`src/rtl/matmul_seq10_if.sv`:
```
// Bundle of signals between the matmul sequencer and its operand/result RAMs and MAC.
// The master side is the sequencer. The slave side is the memory and MAC environment.
interface matmul_seq10_if #(
    parameter int N      = 10,
    parameter int DATA_W = 8,
    parameter int ACC_W  = 16,
    parameter int ADDR_W = 7
);
    logic                       start;
    logic                       busy;
    logic                       done;
    logic                       a_rd_en;
    logic [ADDR_W-1:0]          a_addr;
    logic signed [DATA_W-1:0]   a_rd_data;
    logic                       b_rd_en;
    logic [ADDR_W-1:0]          b_addr;
    logic signed [DATA_W-1:0]   b_rd_data;
    logic [N*DATA_W-1:0]        a_vec;
    logic [N*DATA_W-1:0]        b_vec;
    logic                       mac_w_en;
    logic signed [ACC_W-1:0]    sop_in;
    logic                       c_wr_en;
    logic [ADDR_W-1:0]          c_addr;
    logic signed [ACC_W-1:0]    c_wr_data;

    modport master (
        input  start, a_rd_data, b_rd_data, sop_in,
        output busy, done, a_rd_en, a_addr, b_rd_en, b_addr,
               a_vec, b_vec, mac_w_en, c_wr_en, c_addr, c_wr_data
    );

    modport slave (
        output start, a_rd_data, b_rd_data, sop_in,
        input  busy, done, a_rd_en, a_addr, b_rd_en, b_addr,
               a_vec, b_vec, mac_w_en, c_wr_en, c_addr, c_wr_data
    );
endinterface

```
`src/rtl/matmul_seq10.sv`:
```
// Sequencer that computes C = A x B for NxN signed matrices by feeding row/column
// vectors to an N-wide dot-product MAC and writing each SOP to the C RAM.
module matmul_seq10 #(
    parameter int N       = 10,
    parameter int DATA_W  = 8,
    parameter int ACC_W   = 16,
    parameter int ADDR_W  = 7,
    parameter int MAC_LAT = 1
) (
    input  logic           clk,
    input  logic           rst,
    matmul_seq10_if.master bus
);
    localparam int IDX_W  = $clog2(N);
    localparam int WAIT_W = (MAC_LAT > 1) ? $clog2(MAC_LAT) : 1;

    typedef enum logic [2:0] {
        S_IDLE, S_FETCH, S_CAPT, S_MAC, S_WAIT, S_WRITE, S_DONE
    } state_t;

    state_t                   state_q, state_d;
    logic [IDX_W-1:0]         i_q, i_d, j_q, j_d, k_q, k_d;
    logic [WAIT_W-1:0]        wait_q, wait_d;
    logic [N*DATA_W-1:0]      a_vec_q, a_vec_d, b_vec_q, b_vec_d;
    logic [ADDR_W-1:0]        a_addr_q, a_addr_d, b_addr_q, b_addr_d, c_addr_q, c_addr_d;
    logic signed [ACC_W-1:0]  c_wr_data_q, c_wr_data_d;
    logic [IDX_W-1:0]         lane;
    logic                     a_rd_en, b_rd_en, mac_w_en, c_wr_en, busy, done;

    always_ff @(posedge clk) begin
        if (rst) begin
            state_q     <= S_IDLE;
            i_q         <= '0;
            j_q         <= '0;
            k_q         <= '0;
            wait_q      <= '0;
            a_vec_q     <= '0;
            b_vec_q     <= '0;
            a_addr_q    <= '0;
            b_addr_q    <= '0;
            c_addr_q    <= '0;
            c_wr_data_q <= '0;
        end else begin
            state_q     <= state_d;
            i_q         <= i_d;
            j_q         <= j_d;
            k_q         <= k_d;
            wait_q      <= wait_d;
            a_vec_q     <= a_vec_d;
            b_vec_q     <= b_vec_d;
            a_addr_q    <= a_addr_d;
            b_addr_q    <= b_addr_d;
            c_addr_q    <= c_addr_d;
            c_wr_data_q <= c_wr_data_d;
        end
    end

    always_comb begin
        state_d = state_q;
        i_d     = i_q;
        j_d     = j_q;
        k_d     = k_q;
        wait_d  = wait_q;
        case (state_q)
            S_IDLE: begin
                if (bus.start) begin
                    state_d = S_FETCH;
                    i_d     = '0;
                    j_d     = '0;
                    k_d     = '0;
                end
            end
            S_FETCH: begin
                if (k_q == IDX_W'(N - 1)) begin
                    state_d = S_CAPT;
                    k_d     = '0;
                end else begin
                    k_d = k_q + 1'b1;
                end
            end
            S_CAPT: state_d = S_MAC;
            S_MAC: begin
                state_d = S_WAIT;
                wait_d  = '0;
            end
            S_WAIT: begin
                if (wait_q == WAIT_W'(MAC_LAT - 1)) begin
                    state_d = S_WRITE;
                end else begin
                    wait_d = wait_q + 1'b1;
                end
            end
            S_WRITE: begin
                if (j_q != IDX_W'(N - 1)) begin
                    j_d     = j_q + 1'b1;
                    state_d = S_FETCH;
                end else if (i_q != IDX_W'(N - 1)) begin
                    j_d     = '0;
                    i_d     = i_q + 1'b1;
                    state_d = S_FETCH;
                end else begin
                    state_d = S_DONE;
                end
            end
            S_DONE:  state_d = S_IDLE;
            default: state_d = S_IDLE;
        endcase
    end

    // Read data lags its request by one cycle, so FETCH k loads lane k-1 and CAPT loads the last lane.
    always_comb begin
        a_rd_en     = 1'b0;
        b_rd_en     = 1'b0;
        mac_w_en    = 1'b0;
        c_wr_en     = 1'b0;
        a_addr_d    = a_addr_q;
        b_addr_d    = b_addr_q;
        c_addr_d    = c_addr_q;
        c_wr_data_d = c_wr_data_q;
        a_vec_d     = a_vec_q;
        b_vec_d     = b_vec_q;
        lane        = (state_q == S_CAPT) ? IDX_W'(N - 1) : (k_q - 1'b1);
        case (state_q)
            S_FETCH: begin
                b_rd_en  = 1'b1;
                b_addr_d = ADDR_W'(k_q) * ADDR_W'(N) + ADDR_W'(j_q);
                if (j_q == '0) begin
                    a_rd_en  = 1'b1;
                    a_addr_d = ADDR_W'(i_q) * ADDR_W'(N) + ADDR_W'(k_q);
                end
                if (k_q != '0) begin
                    b_vec_d[DATA_W*lane +: DATA_W] = bus.b_rd_data;
                    if (j_q == '0) begin
                        a_vec_d[DATA_W*lane +: DATA_W] = bus.a_rd_data;
                    end
                end
            end
            S_CAPT: begin
                b_vec_d[DATA_W*lane +: DATA_W] = bus.b_rd_data;
                if (j_q == '0) begin
                    a_vec_d[DATA_W*lane +: DATA_W] = bus.a_rd_data;
                end
            end
            S_MAC: mac_w_en = 1'b1;
            S_WRITE: begin
                c_wr_en     = 1'b1;
                c_addr_d    = ADDR_W'(i_q) * ADDR_W'(N) + ADDR_W'(j_q);
                c_wr_data_d = bus.sop_in;
            end
            default: ;
        endcase
        busy = (state_q != S_IDLE) && (state_q != S_DONE);
        done = (state_q == S_DONE);
        // A reset arriving mid-operation must not let the in-flight write or done escape.
        if (rst) begin
            a_rd_en  = 1'b0;
            b_rd_en  = 1'b0;
            mac_w_en = 1'b0;
            c_wr_en  = 1'b0;
            busy     = 1'b0;
            done     = 1'b0;
        end
    end

    assign bus.busy      = busy;
    assign bus.done      = done;
    assign bus.a_rd_en   = a_rd_en;
    assign bus.b_rd_en   = b_rd_en;
    assign bus.mac_w_en  = mac_w_en;
    assign bus.c_wr_en   = c_wr_en;
    assign bus.a_addr    = a_addr_d;
    assign bus.b_addr    = b_addr_d;
    assign bus.c_addr    = c_addr_d;
    assign bus.c_wr_data = c_wr_data_d;
    assign bus.a_vec     = a_vec_q;
    assign bus.b_vec     = b_vec_q;
endmodule

```
`src/flat_wrapper.sv`:
```
// flat-port wrapper written by rule: the top's interface ports become plain ports
module matmul_seq10_flat 
#(
    parameter int N       = 10,
    parameter int DATA_W  = 8,
    parameter int ACC_W   = 16,
    parameter int ADDR_W  = 7,
    parameter int MAC_LAT = 1
)
  (clk, rst, bus_start, bus_a_rd_data, bus_b_rd_data, bus_sop_in, bus_busy, bus_done, bus_a_rd_en, bus_a_addr, bus_b_rd_en, bus_b_addr, bus_a_vec, bus_b_vec, bus_mac_w_en, bus_c_wr_en, bus_c_addr, bus_c_wr_data);
  matmul_seq10_if #(.N(N), .DATA_W(DATA_W), .ACC_W(ACC_W), .ADDR_W(ADDR_W)) bus_i ();
  input  logic clk;
  input  logic rst;
  input wire logic [$bits(bus_i.start)-1:0] bus_start;
  input wire logic [$bits(bus_i.a_rd_data)-1:0] bus_a_rd_data;
  input wire logic [$bits(bus_i.b_rd_data)-1:0] bus_b_rd_data;
  input wire logic [$bits(bus_i.sop_in)-1:0] bus_sop_in;
  output wire logic [$bits(bus_i.busy)-1:0] bus_busy;
  output wire logic [$bits(bus_i.done)-1:0] bus_done;
  output wire logic [$bits(bus_i.a_rd_en)-1:0] bus_a_rd_en;
  output wire logic [$bits(bus_i.a_addr)-1:0] bus_a_addr;
  output wire logic [$bits(bus_i.b_rd_en)-1:0] bus_b_rd_en;
  output wire logic [$bits(bus_i.b_addr)-1:0] bus_b_addr;
  output wire logic [$bits(bus_i.a_vec)-1:0] bus_a_vec;
  output wire logic [$bits(bus_i.b_vec)-1:0] bus_b_vec;
  output wire logic [$bits(bus_i.mac_w_en)-1:0] bus_mac_w_en;
  output wire logic [$bits(bus_i.c_wr_en)-1:0] bus_c_wr_en;
  output wire logic [$bits(bus_i.c_addr)-1:0] bus_c_addr;
  output wire logic [$bits(bus_i.c_wr_data)-1:0] bus_c_wr_data;
  assign bus_i.start = bus_start;
  assign bus_i.a_rd_data = bus_a_rd_data;
  assign bus_i.b_rd_data = bus_b_rd_data;
  assign bus_i.sop_in = bus_sop_in;
  assign bus_busy = bus_i.busy;
  assign bus_done = bus_i.done;
  assign bus_a_rd_en = bus_i.a_rd_en;
  assign bus_a_addr = bus_i.a_addr;
  assign bus_b_rd_en = bus_i.b_rd_en;
  assign bus_b_addr = bus_i.b_addr;
  assign bus_a_vec = bus_i.a_vec;
  assign bus_b_vec = bus_i.b_vec;
  assign bus_mac_w_en = bus_i.mac_w_en;
  assign bus_c_wr_en = bus_i.c_wr_en;
  assign bus_c_addr = bus_i.c_addr;
  assign bus_c_wr_data = bus_i.c_wr_data;
  matmul_seq10 #(.N(N), .DATA_W(DATA_W), .ACC_W(ACC_W), .ADDR_W(ADDR_W), .MAC_LAT(MAC_LAT)) u_core (.clk(clk), .rst(rst), .bus(bus_i));
endmodule
```
`config.mk`:
```
export PLATFORM = sky130hd
export DESIGN_NAME = matmul_seq10_flat
export DESIGN_NICKNAME = d
export VERILOG_FILES = /design/src/rtl/matmul_seq10_if.sv /design/src/rtl/matmul_seq10.sv /design/src/flat_wrapper.sv
export SDC_FILE = /design/constraint.sdc
export NUM_CORES = 1
export LEC_CHECK = 0
export CORE_UTILIZATION = 45
export CTS_CLUSTER_DIAMETER = 200
export DETAILED_ROUTE_END_ITERATION = 16
export GPL_TIMING_DRIVEN = 0
export PLACE_DENSITY_LB_ADDON = 0.12
export SYNTH_ARGS = -nofsm -noshare
export SYNTH_HDL_FRONTEND = slang
export SYNTH_SLANG_ARGS = --single-unit
```
`constraint.sdc`:
```
create_clock -name clk -period 4.45 [get_ports clk]
set_input_delay 0.89 -clock clk [delete_from_list [all_inputs] [get_ports clk]]
set_output_delay 0.89 -clock clk [all_outputs]
set_load 0.01 [all_outputs]
```
==> run_results.csv <==
group,metric,value,unit
floorplan,die_h,149,microns
layout,final_net_count,1412,
power_and_ir_drop,design_power_total,4.15,mW
global_routing,grt-ovfl-total,0,
layout,drive_above_1_share,7.43,%
synthesis,yosysTopAreaCell,"dfxtp_1",
drt,ant_nets,0,
global_routing,grt_pass1_vias,8271,
clock_network,h-tree-depth,1,
worst_hold_path,hp-start,"u_core.bus.a_vec[0]$_SDFFE_PP0P_",
layout,area_growth,35.6,%
sta,clock.fmax,236,MHz
setup_path,r2r_start,"u_core.k_q[0]$_SDFFE_PP0P_",
layout,antenna_cells,0,
layout,most-common-layout-cells,"clkdlybuf4s50_1 (237), dfxtp_1 (212), nand2_1 (139)",
floorplan,floorplan.die_area,22100,sq um
global_routing,grt_use_total,25.8,%
layout,final_cells,1635,
layout,fin_area,13100,sq um
sta,fin_hold_ws,0.451,ns
place,dpl_worst_slack,-0.532,ns
synthesis,synth.top_cell.area_share,43.8,%
drt,drt_iter0_drc,390,
setup_path,path_class,"primary input to output port",
clock_network,cts-root-buf,"clkbuf_16",
sta,rsz0062_at_grt,"no",
clock_network,post-cts-setup-buffer-count,0,
synthesis,netlist_instances,1085,
setup_path,arrival,3.35,ns
power_and_ir_drop,power.internal,3.13,mW
drt,drtPass1Iterations,5,
drt,drc,0,
sta,period_needed,4.24,ns
global_routing,grt_first_pass_wirelength,45000,microns
synthesis,synth_seq_cells,212,
drt,wire_per_inst,17.7,microns
sta,final.setup.tns,0,ns
sta,drv_slew,0,
clock_network,cts_sinks,212,
layout,mostFrequentLayoutCell,"clkdlybuf4s50_1",
sta,fin_skew,0.0113,ns
power_and_ir_drop,powerDensity,316,nW/um^2
setup_path,end_kind,"output port",
synthesis,synthTopCellsByArea,"dfxtp_1 (44%), mux2i_1 (5.9%), nand2_1 (5.4%)",
power_and_ir_drop,clkPwrFrac,44.4,%
place,portBuffers,237,
clock_network,path_clk_slew,0.06,ns
worst_hold_path,holdCritPathClass,"register to register",
clock_network,cts_resized,1,
synthesis,yosysUniqueCellTypes,66,
setup_path,critPathLaunchType,"primary input",
setup_path,crit_path_start,"rst",
drt,via_per_inst,5.35,
clock_network,clk_latency,0.50,ns
layout,fin_util,62.3,%
floorplan,core_area,21100,sq um
power_and_ir_drop,p_comb_share,9.6,%
sta,max_slew.worst_pin.slew,0.879,ns
place,dpl.cell_count,1597,
clock_network,cts_tree,"built",
synthesis,seq_area_frac_synth,43.8,%
synthesis,synth_edf_count,0,
synthesis,ys.flop_type,"dfxtp_1",
outcome,status,"finished clean",
floorplan,start_util,45.9,%
place,dpl.hpwl,21700,microns
floorplan,rows,53,
power_and_ir_drop,p_leak,4.59,nW
sta,hold_viol,0,
power_and_ir_drop,power_frac_seq,46.1,%
sta,slew_headroom,41.0,%
clock_network,hold_buffers,0,
clock_network,numCtsBuffers,23,
synthesis,syn-num-nets,1151,
power_and_ir_drop,switching_power,1.02,mW
floorplan,ios,238,
global_routing,grt_max_degree,20,
drt,dr_total_vias,8740,
setup_path,crit_fanout,19,
synthesis,ys_warn_count,0,
global_routing,antenna_found_initial,0,
sta,fin_crit_sh,95.3,%
place,detailed_place.area,12400,sq um
synthesis,synth.avg_cell_area,8.93,sq um
floorplan,die_w,149,microns
synthesis,synth_area,9690,sq um
synthesis,async_flop_share,0,%
setup_path,r2r_slack,0.40,ns
sta,setup_ws,0.208,ns
clock_network,clockBufferDepth,3,
flow_run,cap_viol_max_count,0,
power_and_ir_drop,switching_share,24.5,%
setup_path,cp_data_required_time,3.56,ns
sta,setup_violations,0,
drt,wl,28900,microns
power_and_ir_drop,irDropWorstVdd,0.000263,V
layout,fillers,1910,
place,place.gp.congestion,0.907,
[power groups by stage]
stage                     combinational (mW)  sequential, mW  clock (mW)
after global placement                 0.389            1.95           0
after floorplan                        0.234            1.95           0
after CTS                              0.391            1.91        1.87
after detailed placement               0.389            1.95           0
final                                  0.397            1.91        1.84
after global routing                   0.432            1.91        1.96
[critical path: stages]
cell	delay [ns]
clkdlybuf4s50_1	0.52
clkbuf_1	0.42
clkbuf_4	0.44
clkbuf_1	0.45
nor2_1	0.12
clkdlybuf4s50_1	0.51
[cell families (layout without fill, tap and decap cells)]
| group | after synthesis | after routing | synth area share (%) |
|---|---|---|---|
| DFF | 212 | 212 | 43.8 |
| and+or+nand+nor | 486 | 486 | 27.7 |
| muxes | 76 | 76 | 8.10 |
| adders and majority gates | 31 | 31 | 4.39 |
| xor gates and xnor gates | 20 | 20 | 1.81 |
| buffers and inverters | 92 | 367 | 4.12 |
| AOI/OAI and AO/OA | 168 | 168 | 10.0 |
[per-layer routing]
layer	vias to the layer above	wire length, microns	global-route usage, %
li1	4270	-	-
met1	4124	12300	33.3
met2	299	14000	43.9
met3	47	1930	3.93
met4	0	627	7.99
met5	-	0	0
[path summary, 6_finish.rpt]
check | endpoint | cells after the start
worst max-delay path | bus_mac_w_en | 6
worst max register to register | u_core.bus.a_vec[12]$_SDFFE_PP0P_ | 12
worst min-delay path | u_core.bus.a_vec[0]$_SDFFE_PP0P_ | 2
worst min register to register | u_core.bus.a_vec[0]$_SDFFE_PP0P_ | 2
[cells in the mapped netlist (4+ instances only)]
cell type    n
a21oi_1     81
a22o_1       8
and2_1       4
and4_1       5
buf_1        6
buf_2       15
clkbuf_1    45
dfxtp_1    212
fa_1         5
ha_1        26
inv_1       18
mux2_2      19
mux2i_1     57
nand2_1    139
nand2b_1    72
nand3_1     53
nand3b_1    40
nand4_1     27
nor2_1      37
nor2b_1     52
nor3_1      12
o21ai_0     52
o41ai_1      8
or2_2        4
or3_1       11
xnor2_1      5
xor2_1      15
[registers in the layout, summed over array words and instances (netlist names), 4 cells and up]
register,count
u_core.bus.a_vec,80
u_core.bus.b_vec,80
u_core.a_addr_q,7
u_core.k_q,4
u_core.c_wr_data_q,16
u_core.c_addr_q,7
u_core.b_addr_q,7
u_core.j_q,4
u_core.i_q,4
[layout make-up]
type                       instances  area (sq um)  share of cell area, %
inverter                          19          71.3                  0.543
clock inverter                     8          92.6                  0.705
timing repair buffer             237          2370                   18.1
tap                              275           344                   2.62
clock buffer                      31           626                   4.76
sequential                       212          4240                   32.3
buffer                            72           330                   2.51
multi-input combinational        781          5050                   38.5
Power figures use the tool's default switching activity.
